$ cat src/rtl/fetch_pkg.sv
// Shared encodings for the MUSA fetch stage: next-PC selects, FSM states, PC step.
package fetch_pkg;
  localparam logic [2:0] PC_SEQ  = 3'd0;
  localparam logic [2:0] PC_BR   = 3'd1;
  localparam logic [2:0] PC_JMP  = 3'd2;
  localparam logic [2:0] PC_CALL = 3'd3;
  localparam logic [2:0] PC_RET  = 3'd4;

  typedef enum logic {FETCH, HOLD} fetch_state_e;

  localparam logic [31:0] PC_INC = 32'd4;
endpackage

$ cat src/rtl/fetch_stage_return_stack.sv
// Hardware return-address stack with sticky overflow/underflow flags.
module return_stack #(
  parameter int STACK_DEPTH = 8
) (
  input  logic        clk,
  input  logic        rst,
  input  logic        en,
  input  logic        push,
  input  logic        pop,
  input  logic [31:0] wdata,
  output logic [31:0] top,
  output logic        empty,
  output logic        full,
  output logic        overflow,
  output logic        underflow
);
  localparam int AW  = $clog2(STACK_DEPTH);
  localparam int SPW = AW + 1;

  logic [31:0]    mem [STACK_DEPTH];
  logic [SPW-1:0] sp;
  logic [SPW-1:0] sp_m1;
  logic [AW-1:0]  top_idx;
  logic [AW-1:0]  wr_idx;

  assign sp_m1   = sp - SPW'(1);
  assign top_idx = sp_m1[AW-1:0];
  assign wr_idx  = sp[AW-1:0];
  assign empty   = (sp == '0);
  assign full    = (sp == SPW'(STACK_DEPTH));
  assign top     = mem[top_idx];

  // Push+pop replaces the top entry; on an empty stack it lands in slot 0.
  always_ff @(posedge clk) begin
    if (en && push) begin
      if (pop)        mem[empty ? '0 : top_idx] <= wdata;
      else if (!full) mem[wr_idx] <= wdata;
    end
  end

  always_ff @(posedge clk) begin
    if (rst) begin
      sp        <= '0;
      overflow  <= 1'b0;
      underflow <= 1'b0;
    end else if (en) begin
      if (push && pop) begin
        if (empty) begin
          underflow <= 1'b1;
          sp        <= SPW'(1);
        end
      end else if (push) begin
        if (full) overflow <= 1'b1;
        else      sp <= sp + SPW'(1);
      end else if (pop) begin
        if (empty) underflow <= 1'b1;
        else       sp <= sp_m1;
      end
    end
  end
endmodule

$ cat src/rtl/fetch_stage.sv
// MUSA instruction fetch: PC, instruction register, imem handshake and next-PC select.
module fetch_stage
  import fetch_pkg::*;
#(
  parameter logic [31:0] RESET_PC    = 32'h0000_0000,
  parameter int          STACK_DEPTH = 8
) (
  input  logic        clk,
  input  logic        rst,
  input  logic        pc_write,
  input  logic [2:0]  pc_src,
  input  logic [31:0] jump_target,
  input  logic [31:0] branch_target,
  input  logic        push,
  input  logic        pop,
  output logic        imem_req,
  output logic [31:0] imem_addr,
  input  logic        imem_ready,
  input  logic [31:0] imem_rdata,
  output logic [31:0] instruction,
  output logic        instr_valid,
  output logic [31:0] pc,
  output logic [31:0] pc_plus4,
  output logic        stack_overflow,
  output logic        stack_underflow
);
  fetch_state_e state, state_nxt;
  logic         commit;
  logic [31:0]  next_pc;
  logic [31:0]  stk_top;
  logic         stk_empty;
  logic         stk_full;

  assign pc_plus4  = pc + PC_INC;
  assign imem_addr = pc;

  always_ff @(posedge clk) begin
    if (rst) state <= FETCH;
    else     state <= state_nxt;
  end

  always_comb begin
    state_nxt = state;
    imem_req  = 1'b0;
    commit    = 1'b0;
    case (state)
      FETCH: begin
        imem_req = !rst;
        if (imem_ready) state_nxt = HOLD;
      end
      HOLD: begin
        if (pc_write) begin
          commit    = 1'b1;
          state_nxt = FETCH;
        end
      end
      default: state_nxt = FETCH;
    endcase
  end

  // Return target is the pre-pop top; an empty stack falls back to RESET_PC.
  always_comb begin
    case (pc_src)
      PC_SEQ:          next_pc = pc_plus4;
      PC_BR:           next_pc = branch_target;
      PC_JMP, PC_CALL: next_pc = {pc_plus4[31:28], jump_target[27:0]};
      PC_RET:          next_pc = stk_empty ? RESET_PC : stk_top;
      default:         next_pc = pc;
    endcase
  end

  always_ff @(posedge clk) begin
    if (rst) begin
      pc          <= RESET_PC;
      instruction <= '0;
      instr_valid <= 1'b0;
    end else begin
      if (state == FETCH && imem_ready) begin
        instruction <= imem_rdata;
        instr_valid <= 1'b1;
      end
      if (commit) begin
        pc          <= next_pc;
        instr_valid <= 1'b0;
      end
    end
  end

  return_stack #(.STACK_DEPTH(STACK_DEPTH)) u_ras (
    .clk       (clk),
    .rst       (rst),
    .en        (commit),
    .push      (push),
    .pop       (pop),
    .wdata     (pc_plus4),
    .top       (stk_top),
    .empty     (stk_empty),
    .full      (stk_full),
    .overflow  (stack_overflow),
    .underflow (stack_underflow)
  );

  logic unused_full;
  assign unused_full = stk_full;
endmodule

$ cat config.mk
export PLATFORM = sky130hd
export DESIGN_NAME = fetch_stage
export DESIGN_NICKNAME = d
export VERILOG_FILES = /design/src/rtl/fetch_pkg.sv /design/src/rtl/fetch_stage_return_stack.sv /design/src/rtl/fetch_stage.sv
export SDC_FILE = /design/constraint.sdc
export NUM_CORES = 1
export LEC_CHECK = 0
export BUFFER_PORTS_ARGS = -buffer_cell sky130_fd_sc_hd__buf_2
export CORE_MARGIN = 5
export CORE_UTILIZATION = 50
export DETAILED_ROUTE_END_ITERATION = 7
export GPL_ROUTABILITY_DRIVEN = 0
export PLACE_DENSITY = 0.71
export SLEW_MARGIN = 20
export SYNTH_ARGS = -nofsm -noshare
export SYNTH_HDL_FRONTEND = slang
export SYNTH_HIERARCHICAL = 1
export SYNTH_SLANG_ARGS = --single-unit
$ cat constraint.sdc
create_clock -name clk -period 4.24 [get_ports clk]
set_input_delay 0.848 -clock clk [delete_from_list [all_inputs] [get_ports clk]]
set_output_delay 0.848 -clock clk [all_outputs]
set_load 0.05 [all_outputs]
==> reports/results.md, run 1 <==
| Stage | Quantity | Reported |
|---|---|---|
| sta | Setup repair after global routing missed its margin | false |
| route | 1st-iter DRT viols | 949 |
| synthesis | Dominant cell by count in the synthesized netlist | sky130_fd_sc_hd__edfxtp_1 |
| power and ir drop | Overall power of the completed layout | 7.14 mW |
| worst setup path | WP data arrival | 3.19 ns |
| worst setup path | Largest fanout on the critical path | 13 |
| clocking | Sinks on the clock net | 328 |
| synthesis | Top cells by count, synth | sky130_fd_sc_hd__edfxtp_1, sky130_fd_sc_hd__nand2_1, sky130_fd_sc_hd__dfxtp_1 |
| worst setup path | Critical Path End Type | output port |
| floorplan | Die Width | 180 um |
| global routing | Initial antenna violation count | 0 |
| cells and area | Synth-to-Final Area Change | 17.9% |
| cells and area | Sequential cell area in the final layout | 9130 um^2 |
| route | Number of detailed-routing iterations run before antenna repair | 5 |
| synthesis | Post-synth design cell area | 14,500 um^2 |
| floorplan | DIE AREA | 32,500 um^2 |
| cells and area | Total inserted antenna cells | 0 |
| route | Total via count after detailed routing | 9,825 |
| placed design | Buffers added on ports | 232 |
| synthesis | Synth Instances | 1,046 |
| global routing | Global-route wire length before repair | 57,400 um |
| job | Reported max-cap violation count | 0 |
| route | Vias per std cell | 5.94 |
| synthesis | Number of flops mapped to enable cells by yosys | 256 |
| sta | Final total negative setup slack | 0 ns |
| worst setup path | CP Class | flop to output port |
| power and ir drop | Clk network pwr share | 39.9% |
| status | Outcome | complete, no violations |
| power and ir drop | Proportion of power drawn by flip-flops and latches | 49.2% |
| sta | Max_slew headroom | 30.2% |
| sta | Crit share post-route | 95.2% |
| clocking | Clock Tree Buf Depth | 3 |
| clocking | Clock tree root driver cell | sky130_fd_sc_hd__clkbuf_16 |
| worst setup path | Slowest stage delay, CP | 0.62 ns |
| synthesis | Proportion of register bits with asynchronous set or reset after synthesis | 0% |
| sta | Tightest Pin Transition | 1.04 ns |
| route | Detailed route wirelength on metal2 | 18,300 um |
| synthesis | Flops & latches, synth | 328 |
| synthesis | Most area-hungry cell type in the Yosys netlist | sky130_fd_sc_hd__edfxtp_1 |
| synthesis | Main area contributors after synthesis | sky130_fd_sc_hd__edfxtp_1, sky130_fd_sc_hd__dfxtp_1, sky130_fd_sc_hd__mux4_2, sky130_fd_sc_hd__nand2_1, sky130_fd_sc_hd__mux2_2 |
| global routing | Global routing usage summed across all routing layers | 22.7% |
| sta | Final Hold Viols | 0 |
| floorplan | Total I/O pin count | 237 |
| clocking | Number of buffers added by the clock tree synthesis step | 34 |
| cells and area | Filler Cells Inserted | 2,283 |
| synthesis | Seq/Total Area, Yosys | 63.0% |
| clocking | CTS tree | yes |
| route | Wire length on met1 | 15,500 um |
| cells and area | Utilization after layout | 59.5% |
| floorplan | Number of rows in the core area | 62 |
| power and ir drop | Peak ir drop on the vdd network | 306 uV |
| worst setup path | Critical Path Start Type | flop |
| global routing | Congestion Overflow GR | 0 |
| power and ir drop | Power per cell area | 418 nW/um^2 |
| clocking | Worst skew pair latency | 0.51 ns |
| route | DRC errors left | 0 |
| synthesis | Post-synth top flop | sky130_fd_sc_hd__edfxtp_1 |
| power and ir drop | Cell Int Power | 5.43 mW |
| power and ir drop | Comb power frac | 10.9% |
| sta | Smallest hold slack | 0.451 ns |
| route | Final Routed Wirelength | 38,100 um |
| cells and area | Ratio of cells with drive above 1 in the final layout | 34.7% |
| synthesis | Avg Inst Size Synth | 13.9 um^2 |
| floorplan | Die Y-Extent | 180 um |
| worst hold path | Hold/Removal Path Class | flop to flop |
| worst setup path | Worst Path Required | 3.39 ns |
| sta | Final critical-path required period | 4.04 ns |
| sta | Clock tree skew after final layout | 0.0277 ns |
| sta | Final setup margin | 0.203 ns |
| clocking | Post-CTS setup buffer count | 0 |
| worst setup path | Slowest CP cell | sky130_fd_sc_hd__dfxtp_1 |
| cells and area | Total Nets Final | 1,356 |
| clocking | Htree depth | 2 |
| synthesis | Number of distinct library cells after synthesis | 67 |
| power and ir drop | Switching part of the total power | 24.0% |
| global routing | Maximum number of pins on one net before global-route repair | 42 |
| global routing | Via count of the first global-routing pass | 9,638 |
| floorplan | Placeable Area | 28,700 um^2 |
| clocking | CTS clock-pin slew for the worst setup and hold paths | 0.06 ns |
| synthesis | Proportion of netlist area held by the largest area contributor | 53.0% |
| sta | Max-slew violations | 0 |
| synthesis | Ys Warns | 6 |
| power and ir drop | Leakage component of the power | 6.25 nW |
| floorplan | Initial core utilization | 50.5% |
| route | Met3 wire length | 3220 um |
| placed design | Post-detailed-placement half-perimeter wirelength | 24,600 um |
| route | Top routing layer in use | met4 |
| sta | Final count of negative-setup-slack endpoints | 0 |
| synthesis | Syn_nets | 1,155 |
| placed design | Placement Setup Slack | 0.765 ns |
| worst setup path | Cell mode on critical path | sky130_fd_sc_hd__and3_1 |
| power and ir drop | Switching power summed over all nets | 1.72 mW |
| sta | Maximum clock rate | 0.248 GHz |
| cells and area | Area taken by multi-input logic gates | 4830 um^2 |
| route | ANT nets after route | 0 |
| worst setup path | Cell breakdown of the critical path | and4_1 > and3_1 > and3_1 > nand3_1 > xnor2_1 > buf_2 |
| route | Post-detailed-route wirelength per cell | 23.0 um |
routing by layer:
layer	up-vias	track usage, %
met2	435	36.4
li1	4395	-
met1	4929	32.0
met5	-	0
met3	66	4.16
met4	0	7.14
critical path: cells and delay by family (launching register included):
| kind | cells | cell delay, ns |
|---|---|---|
| xor+xnor | 1 | 0.61 |
| simple gates | 4 | 1.06 |
| flops | 1 | 0.62 |
| buf+inv | 1 | 0.38 |
sequential cells by signal, indices dropped and copies added, names as in the netlist:
| signal | count |
|---|---|
| u_ras/overflow | 1 |
| instr_valid | 1 |
| u_ras/underflow | 1 |
| imem_addr | 32 |
| state | 1 |
| u_ras/mem | 256 |
| instruction | 32 |
| u_ras/sp | 4 |
path summary, 6_finish.rpt:
| check | from | endpoint | slack, ns | cells past startpoint |
|---|---|---|---|---|
| max | imem_addr[13] | pc_plus4[27] | 0.20 | 6 |
| min | instruction[31] | instruction[31] | 0.45 | 2 |
| max reg2reg | u_ras/sp[1] | imem_addr[31] | 1.23 | 8 |
| min reg2reg | instruction[31] | instruction[31] | 0.45 | 2 |
metrics by stage:
stage               cells  cell area [um^2]
global route         1655             17100
finish               1655             17100
detailed placement   1595             16000
floorplan            1046             14500
CTS                  1655             17100
global placement     1595             16000
cells by family (layout without fill, tap and decap cells):
kind of cell	Yosys count	in the layout	share of synthesized area, %
compound gates	199	199	8.91
xor+xnor	32	32	1.93
fa+ha+maj	4	4	0.345
buf+inv	127	352	4.52
flops	328	328	63.0
mux	99	99	12.6
simple gates	257	257	8.68
power by group through the flow:
stage               Sequential (mW)  Clock (mW)  Combinational (mW)
finish                         3.51        2.85               0.780
global route                   3.52        3.04               0.828
CTS                            3.51        2.89               0.780
detailed placement             3.58           0               0.777
global placement               3.58           0               0.769
floorplan                      3.66           0               0.465
placed cells by master (no fill, tap or decap), types with 32 or more instances in the layout:
master and instances:
sky130_fd_sc_hd__o21ai_0 40, sky130_fd_sc_hd__dfxtp_1 71, sky130_fd_sc_hd__mux2_2 32, sky130_fd_sc_hd__a21oi_1 56, sky130_fd_sc_hd__clkbuf_16 34, sky130_fd_sc_hd__buf_4 32, sky130_fd_sc_hd__nor2_1 35, sky130_fd_sc_hd__nand2_1 118
sky130_fd_sc_hd__edfxtp_1 256, sky130_fd_sc_hd__mux4_2 64, sky130_fd_sc_hd__buf_2 232
final cells by class:
cell class	count	share of cell area [%]
sequential	328	53.4
multi-input combinational	591	28.3
timing repair buffer	269	8.78
clock buffer	44	5.37
tap	384	2.81
clock inverter	16	0.842
inverter	23	0.505
what timing repair did:
item / 4_1_cts / 5_1_grt
hold buffers: 0 / 0
endpoints found under the hold margin: 0 / 0
endpoints found under the setup margin: 0 / 1
gates resized for setup: 0 / 1
Power figures use the tool's default switching activity.
==> run 2, diff against run 1 <==
- SYNTH_HIERARCHICAL: 1 -> unset
==> run 2 against run 1 <==
Net effect: first-iteration DRC count is 3.3% lower; non-clock buffer count rose by 5; routed wire length shrank 2.6%; clock-buffer cell count down 1; synthesized cell count fell by 1.3%; synthesized area is 2.4% lower; maximum frequency up 2.0%; register-to-register slack worse by 0.09 ns; sequential cell count unchanged; final area decreased by 1.2%; cell count shrank 0.30%; die area down 2.3%; largest cell class unchanged; largest power group unchanged.
==> reports/results.md, run 2 <==
| Stage | Quantity | Reported |
|---|---|---|
| clocking | Post-CTS setup buffer count | 0 |
| route | Top routing layer in use | met5 |
| synthesis | Flops & latches, synth | 328 |
| synthesis | Dominant cell by count in the synthesized netlist | sky130_fd_sc_hd__edfxtp_1 |
| synthesis | Share of synthesized area spent on multiplexers | 10.1% |
| global routing | Maximum number of pins on one net before global-route repair | 43 |
| cells and area | Total Nets Final | 1,352 |
| synthesis | Synth Instances | 1,032 |
| synthesis | Ys Warns | 0 |
| synthesis | Proportion of register bits with asynchronous set or reset after synthesis | 0% |
| power and ir drop | Power per cell area | 444 nW/um^2 |
| clocking | CTS clock-pin slew for the worst setup and hold paths | 0.06 ns |
| worst setup path | Critical Path End Type | output port |
| global routing | Global-route wire length before repair | 55,500 um |
| clocking | Htree depth | 2 |
| route | Number of detailed-routing iterations run before antenna repair | 5 |
| cells and area | Number of flip-flops under the largest register name | 256 |
| worst setup path | Cell breakdown of the critical path | ha_1 > nand3_1 > or3_1 > nor3_2 > xor2_2 > buf_2 |
| synthesis | Proportion of netlist area held by the largest area contributor | 54.4% |
| cells and area | Number of standard cells in the final layout excluding fillers | 1,650 |
| global routing | Global routing usage summed across all routing layers | 23.0% |
| cells and area | Synth-to-Final Area Change | 19.4% |
| route | 1st-iter DRT viols | 918 |
| synthesis | Post-synth top flop | sky130_fd_sc_hd__edfxtp_1 |
| cells and area | Utilization after layout | 60.6% |
| floorplan | Initial core utilization | 50.8% |
| sta | Final critical-path required period | 3.96 ns |
| synthesis | Syn_nets | 1,141 |
| synthesis | Post-synthesis xor/xnor area fraction | 2.03% |
| synthesis | Number of distinct library cells after synthesis | 70 |
| route | Final Routed Wirelength | 37,100 um |
| worst hold path | Hold/Removal Path Class | flop to flop |
| floorplan | Die Y-Extent | 178 um |
| synthesis | Main area contributors after synthesis | sky130_fd_sc_hd__edfxtp_1, sky130_fd_sc_hd__dfxtp_1, sky130_fd_sc_hd__mux4_2, sky130_fd_sc_hd__nand2_1, sky130_fd_sc_hd__a21oi_1 |
| synthesis | Number of flops mapped to enable cells by yosys | 256 |
| route | Total via count after detailed routing | 9,717 |
| cells and area | Ratio of cells with drive above 1 in the final layout | 33.2% |
| floorplan | Die Width | 178 um |
| worst setup path | Critical Path Start Type | flop |
| cells and area | Most frequent standard cell in the layout excluding fill and tap cells | sky130_fd_sc_hd__edfxtp_1 |
| floorplan | DIE AREA | 31,700 um^2 |
| synthesis | Seq/Total Area, Yosys | 64.5% |
| clocking | Number of buffers added by the clock tree synthesis step | 37 |
| power and ir drop | Leakage component of the power | 6.23 nW |
| cells and area | Commonest cells after routing, fill and taps aside | sky130_fd_sc_hd__edfxtp_1, sky130_fd_sc_hd__buf_2, sky130_fd_sc_hd__nand2_1, sky130_fd_sc_hd__a21oi_1, sky130_fd_sc_hd__dfxtp_1 |
| power and ir drop | Peak ir drop on the vdd network | 432 uV |
| synthesis | Post-synth design cell area | 14,100 um^2 |
| sta | Tightest Pin Transition | 0.987 ns |
| cells and area | Largest register by flop count | u_ras.mem |
| status | Outcome | complete, no violations |
| cells and area | Final standard cell area without fillers | 16,900 um^2 |
| route | Met3 wire length | 3750 um |
| synthesis | Most area-hungry cell type in the Yosys netlist | sky130_fd_sc_hd__edfxtp_1 |
| sta | Smallest hold slack | 0.450 ns |
| synthesis | Complex-gate fraction of the synthesized area | 9.44% |
| sta | Maximum clock rate | 0.253 GHz |
| route | ANT nets after route | 0 |
| route | Vias per std cell | 5.89 |
| route | Post-detailed-route wirelength per cell | 22.5 um |
| sta | Crit share post-route | 93.4% |
| sta | Max_slew headroom | 33.5% |
| global routing | Initial antenna violation count | 3 |
| sta | Final Hold Viols | 0 |
| clocking | Clock Tree Buf Depth | 3 |
| clocking | CTS tree | yes |
| sta | Final total negative setup slack | 0 ns |
| clocking | Clock tree root driver cell | sky130_fd_sc_hd__clkbuf_16 |
| job | Reported max-cap violation count | 0 |
| clocking | Worst skew pair latency | 0.54 ns |
| worst setup path | Worst Path Required | 3.39 ns |
| worst setup path | CP Class | flop to output port |
| placed design | Buffers added on ports | 232 |
| route | DRC errors left | 0 |
| synthesis | Top cells by count, synth | sky130_fd_sc_hd__edfxtp_1, sky130_fd_sc_hd__nand2_1, sky130_fd_sc_hd__a21oi_1 |
| placed design | Post-detailed-placement half-perimeter wirelength | 23,400 um |
| floorplan | Placeable Area | 27,900 um^2 |
| cells and area | Total inserted antenna cells | 0 |
| placed design | Cells after DPL | 1,582 |
| sta | Setup repair after global routing missed its margin | false |
| synthesis | Dominant combinational cell family by area after synthesis | multiplexers |
| clocking | Sinks on the clock net | 328 |
| floorplan | Total I/O pin count | 237 |
| global routing | Congestion Overflow GR | 0 |
| worst setup path | CP delay by family, top | simple AND/OR/NAND/NOR gates |
| worst setup path | Buf/Inv on CP | 1 |
| sta | Max-slew violations | 0 |
| route | Detailed route wirelength on metal2 | 18,400 um |
| worst setup path | Slowest stage delay, CP | 0.52 ns |
| sta | Final count of negative-setup-slack endpoints | 0 |
| synthesis | Avg Inst Size Synth | 13.7 um^2 |
| global routing | Via count of the first global-routing pass | 9,522 |
| synthesis | Fraction of the mapped netlist area in simple logic gates | 9.32% |
| synthesis | Synthesized-area fraction occupied by adder cells | 0.354% |
| sta | Clock tree skew after final layout | 0.0242 ns |
| route | Wire length on met1 | 14,200 um |
| placed design | Dpl cell area | 15,700 um^2 |
| floorplan | Number of rows in the core area | 61 |
| worst setup path | Slowest CP cell | sky130_fd_sc_hd__dfxtp_1 |
| worst setup path | WP data arrival | 3.11 ns |
| worst setup path | Largest fanout on the critical path | 9 |
run 2: changes by cell type in the layout (fill, tap and decap cells not counted), moves of 6 or more:
cell                       previous run  this run
sky130_fd_sc_hd__a211oi_1             5        13
sky130_fd_sc_hd__a21oi_1             56        73
sky130_fd_sc_hd__a221o_1              0         8
sky130_fd_sc_hd__a22o_1               7         0
sky130_fd_sc_hd__a22oi_1             31         5
sky130_fd_sc_hd__buf_4               32        39
sky130_fd_sc_hd__inv_1               23        10
sky130_fd_sc_hd__mux2_2              32         2
sky130_fd_sc_hd__nand2_1            118       154
sky130_fd_sc_hd__nor2b_4              7         1
sky130_fd_sc_hd__o21ai_0             40        34
sky130_fd_sc_hd__o221ai_1             1         7
run 2: repair_timing:
item                                    CTS  global route
endpoints found under the setup margin    0             2
hold endpoints to repair                  0             0
hold buffers                              0             0
resized for setup                         0             2
run 2: worst paths after layout:
kind                         from               to  slack [ns]  cells after the start
setup / recovery     imem_addr[2]     pc_plus4[22]        0.28                      6
hold / removal    instruction[24]  instruction[24]        0.45                      2
setup reg to reg      u_ras.sp[0]  u_ras.mem[2][3]        1.14                      8
hold reg to reg   instruction[24]  instruction[24]        0.45                      2
run 2: power by group:
part	switching, mW	internal [mW]
Combinational	0.588	0.287
Clock	1.32	1.78
Sequential	0.0395	3.50
Total	1.95	5.56
run 2: kinds of logic after synthesis:
group,count (synthesis)
flops,328
compound gates,205
xor+xnor,32
fa+ha+maj,4
mux,68
simple gates,282
buf+inv,113
run 2: routing by layer:
metal  GRT usage (%)  vias up
li1                -     4346
met1            31.0     4770
met5               0        -
met4            5.60        6
met3            4.77       65
met2            38.7      530
run 2: worst reg2reg max path: cells and delay by family (launching register included):
family,cells,cell delay [ns]
adder cells (fa/ha/maj),1,0.31
AO/OA/AOI/OAI,2,0.26
AND/OR/NAND/NOR,3,1.39
flip-flops,1,0.35
buffers and inverters,2,0.48
run 2: final cells by class:
class                           instances  area [um^2]
Clock inverter                         25          223
Fill cell                            2138        11000
Clock buffer                           43          958
Multi-Input combinational cell        591         4550
Sequential cell                       328         9130
Timing Repair Buffer                  274         1510
Tap cell                              378          473
Inverter                               11         41.3
run 2: through the flow:
stage / setup slack [ns] / total power, mW
final: 0.282 / 7.51
after global routing: 0.0509 / 7.76
after CTS: 0.0891 / 7.55
after detailed placement: 0.680 / 4.48
after global placement: 0.841 / 4.46
after floorplan: -0.403 / 4.23
==> run 3, diff against run 2 <==
- ABC_AREA: unset -> 1
==> run 3 against run 2 <==
Net effect: register-to-register slack better by 0.39 ns; critical path depth did not move; sequential cell count stayed put.
==> reports/results.md, run 3 <==
| Stage | Quantity | Reported |
|---|---|---|
| route | Final Routed Wirelength | 39,300 um |
| clocking | Htree depth | 2 |
| synthesis | Synth Instances | 1,503 |
| placed design | Buffers added on ports | 232 |
| synthesis | Ys Warns | 0 |
| route | Number of detailed-routing iterations run before antenna repair | 6 |
| route | Top routing layer in use | met4 |
| cells and area | Number of flip-flops under the largest register name | 256 |
| floorplan | Die Width | 182 um |
| synthesis | Most area-hungry cell type in the Yosys netlist | sky130_fd_sc_hd__edfxtp_1 |
| synthesis | Main area contributors after synthesis | sky130_fd_sc_hd__edfxtp_1, sky130_fd_sc_hd__dfxtp_1, sky130_fd_sc_hd__nor2_1, sky130_fd_sc_hd__o21ai_0, sky130_fd_sc_hd__nand2_1 |
| worst hold path | Hold/Removal Path Class | flop to flop |
| sta | Final count of negative-setup-slack endpoints | 0 |
| clocking | Clock tree root driver cell | sky130_fd_sc_hd__clkbuf_16 |
| synthesis | Post-synth design cell area | 14,700 um^2 |
| power and ir drop | Leakage component of the power | 6.60 nW |
| global routing | Via count of the first global-routing pass | 10,874 |
| worst setup path | Largest fanout on the critical path | 11 |
| floorplan | Total I/O pin count | 237 |
| floorplan | Placeable Area | 28,900 um^2 |
| route | Wire length on met1 | 15,800 um |
| cells and area | Total inserted antenna cells | 0 |
| global routing | Global-route wire length before repair | 60,500 um |
| clocking | Sinks on the clock net | 328 |
| worst setup path | WP data arrival | 2.70 ns |
| clocking | Hold bufs inserted after CTS | 0 |
| sta | Final critical-path required period | 3.55 ns |
| global routing | Initial antenna violation count | 0 |
| synthesis | Flops & latches, synth | 328 |
| worst setup path | Worst setup path start | imem_addr[2] |
| worst setup path | Worst Path Required | 3.39 ns |
| route | DRC errors left | 0 |
| global routing | Congestion Overflow GR | 0 |
| global routing | Maximum number of pins on one net before global-route repair | 84 |
| sta | Max-slew violations | 0 |
| worst setup path | Worst flop-to-flop path endpoint | u_ras.mem[1][22] |
| synthesis | Top cells by count, synth | sky130_fd_sc_hd__nor2_1, sky130_fd_sc_hd__edfxtp_1, sky130_fd_sc_hd__nand2_1 |
| clocking | CTS tree | yes |
| synthesis | Avg Inst Size Synth | 9.80 um^2 |
| clocking | Worst skew pair latency | 0.50 ns |
| worst setup path | Setup slack of the worst register-to-register path | 1.53 ns |
| clocking | Number of buffers added by the clock tree synthesis step | 35 |
| floorplan | DIE AREA | 33,000 um^2 |
| sta | Final total negative setup slack | 0 ns |
| cells and area | Synth-to-Final Area Change | 16.4% |
| job | Reported max-cap violation count | 0 |
| cells and area | Final standard cell area without fillers | 17,100 um^2 |
| cells and area | Total Nets Final | 1,797 |
| power and ir drop | Power per cell area | 427 nW/um^2 |
| sta | Max_slew headroom | 35.6% |
| clocking | Post-cts sizing count | 0 |
| cells and area | Largest register by flop count | u_ras.mem |
| worst setup path | Launching point of the worst reg2reg path | u_ras.sp[0] |
| worst setup path | Worst reg-to-reg path cell count | 9 |
| clocking | Clock Tree Buf Depth | 3 |
| cells and area | Filler Cells Inserted | 2,451 |
| route | Total via count after detailed routing | 11,415 |
| status | Outcome | complete, no violations |
| synthesis | Proportion of netlist area held by the largest area contributor | 52.2% |
| floorplan | Die Y-Extent | 182 um |
| sta | Clock tree skew after final layout | 0.0121 ns |
| cells and area | Commonest cells after routing, fill and taps aside | sky130_fd_sc_hd__nor2_1, sky130_fd_sc_hd__edfxtp_1, sky130_fd_sc_hd__buf_2, sky130_fd_sc_hd__nand2_1, sky130_fd_sc_hd__o21ai_0 |
| power and ir drop | Peak ir drop on the vdd network | 270 uV |
| global routing | Global routing usage summed across all routing layers | 23.0% |
| sta | Crit share post-route | 83.7% |
| clocking | CTS clock-pin slew for the worst setup and hold paths | 0.06 ns |
| placed design | Post-detailed-placement half-perimeter wirelength | 25,000 um |
| synthesis | Proportion of register bits with asynchronous set or reset after synthesis | 0% |
| route | Post-detailed-route wirelength per cell | 18.7 um |
| placed design | Dpl cell area | 16,100 um^2 |
| route | ANT nets after route | 0 |
| floorplan | Initial core utilization | 51.0% |
| synthesis | Dominant cell by count in the synthesized netlist | sky130_fd_sc_hd__nor2_1 |
| synthesis | Number of flops mapped to enable cells by yosys | 256 |
| sta | Setup repair after global routing missed its margin | false |
| synthesis | Syn_nets | 1,612 |
| synthesis | Number of distinct library cells after synthesis | 37 |
| worst hold path | Number of cells traversed by the worst hold path | 2 |
| cells and area | Most frequent standard cell in the layout excluding fill and tap cells | sky130_fd_sc_hd__nor2_1 |
| worst setup path | Critical Path End Type | output port |
| synthesis | Post-synth top flop | sky130_fd_sc_hd__edfxtp_1 |
| sta | Maximum clock rate | 0.282 GHz |
| worst setup path | CP Class | flop to output port |
| route | Met3 wire length | 3600 um |
| worst setup path | Critical Path Start Type | flop |
| synthesis | Seq/Total Area, Yosys | 62.0% |
| cells and area | Ratio of cells with drive above 1 in the final layout | 20.2% |
| worst hold path | Sink of the worst hold path | u_ras.overflow |
| clocking | Post-CTS setup buffer count | 0 |
| worst hold path | Start point of the worst min-delay path | u_ras.overflow |
| route | Vias per std cell | 5.44 |
| sta | Tightest Pin Transition | 0.965 ns |
| route | 1st-iter DRT viols | 1,066 |
| sta | Final Hold Viols | 0 |
| route | Detailed route wirelength on metal2 | 18,900 um |
| floorplan | Number of rows in the core area | 62 |
## run 3: cell type report
type                    instances  area (um^2)  share of cell area, %
well taps                     384          480                   2.80
repair buffers                260         1460                   8.51
multi-input cells             970         4650                   27.1
flip-flops and latches        328         9130                   53.3
inverters                      93          350                   2.04
clock buffers                  53         1020                   5.93
clock inverters                10         50.0                  0.292
## run 3: worst max-delay path by stage
stage                                  end  cells after the start  slack, ns
after floorplan               pc_plus4[25]                      6       0.63
after global placement    u_ras.mem[1][18]                      8       1.15
after detailed placement  u_ras.mem[1][18]                      8       1.12
after global routing          pc_plus4[11]                      6       0.50
final                         pc_plus4[11]                      6       0.69
after CTS                     pc_plus4[11]                      6       0.66
## run 3: report_power, final
part	internal, mW	leakage (nW)	switching (mW)
sequential	3.53	2.77	0.0539
combinational	0.233	3.30	0.685
clock	1.66	0.525	1.17
## run 3: layer usage
metal	up-vias	track usage, %
met3	58	4.44
met1	5369	30.9
met2	539	38.1
met4	0	6.72
met5	-	0
li1	5449	-
## run 3: logic make-up after synthesis
| family | after synthesis | synth area share, % |
|---|---|---|
| and+or+nand+nor | 649 | 18.1 |
| DFF | 328 | 62.0 |
| AOI/OAI and AO/OA | 299 | 11.2 |
| buffers and inverters | 205 | 6.93 |
| xor gates and xnor gates | 18 | 1.40 |
| adders and majority gates | 4 | 0.340 |
## run 3: worst max-delay path, stage by stage (launching register included)
cell and delay, ns:
sky130_fd_sc_hd__dfxtp_1 0.41, sky130_fd_sc_hd__inv_1 0.20, sky130_fd_sc_hd__nor2_1 0.26, sky130_fd_sc_hd__nand2_2 0.18, sky130_fd_sc_hd__nor2_4 0.15, sky130_fd_sc_hd__xor2_1 0.58
sky130_fd_sc_hd__buf_2 0.43
## run 3: through the flow
| stage | power, mW | cells | setup slack, ns | hold slack (ns) | util, % |
|---|---|---|---|---|---|
| finish | 7.33 | 2098 | 0.691 | 0.450 | 59.4 |
| global route | 7.60 | 2098 | 0.500 | 0.469 | 59.4 |
| CTS | 7.37 | 2098 | 0.658 | 0.452 | 59.4 |
| detailed placement | 4.57 | 2035 | 1.12 | 0.442 | 55.7 |
| global placement | 4.55 | 2035 | 1.15 | 0.441 | 55.7 |
| floorplan | 4.30 | 1503 | 0.631 | 0.494 | - |
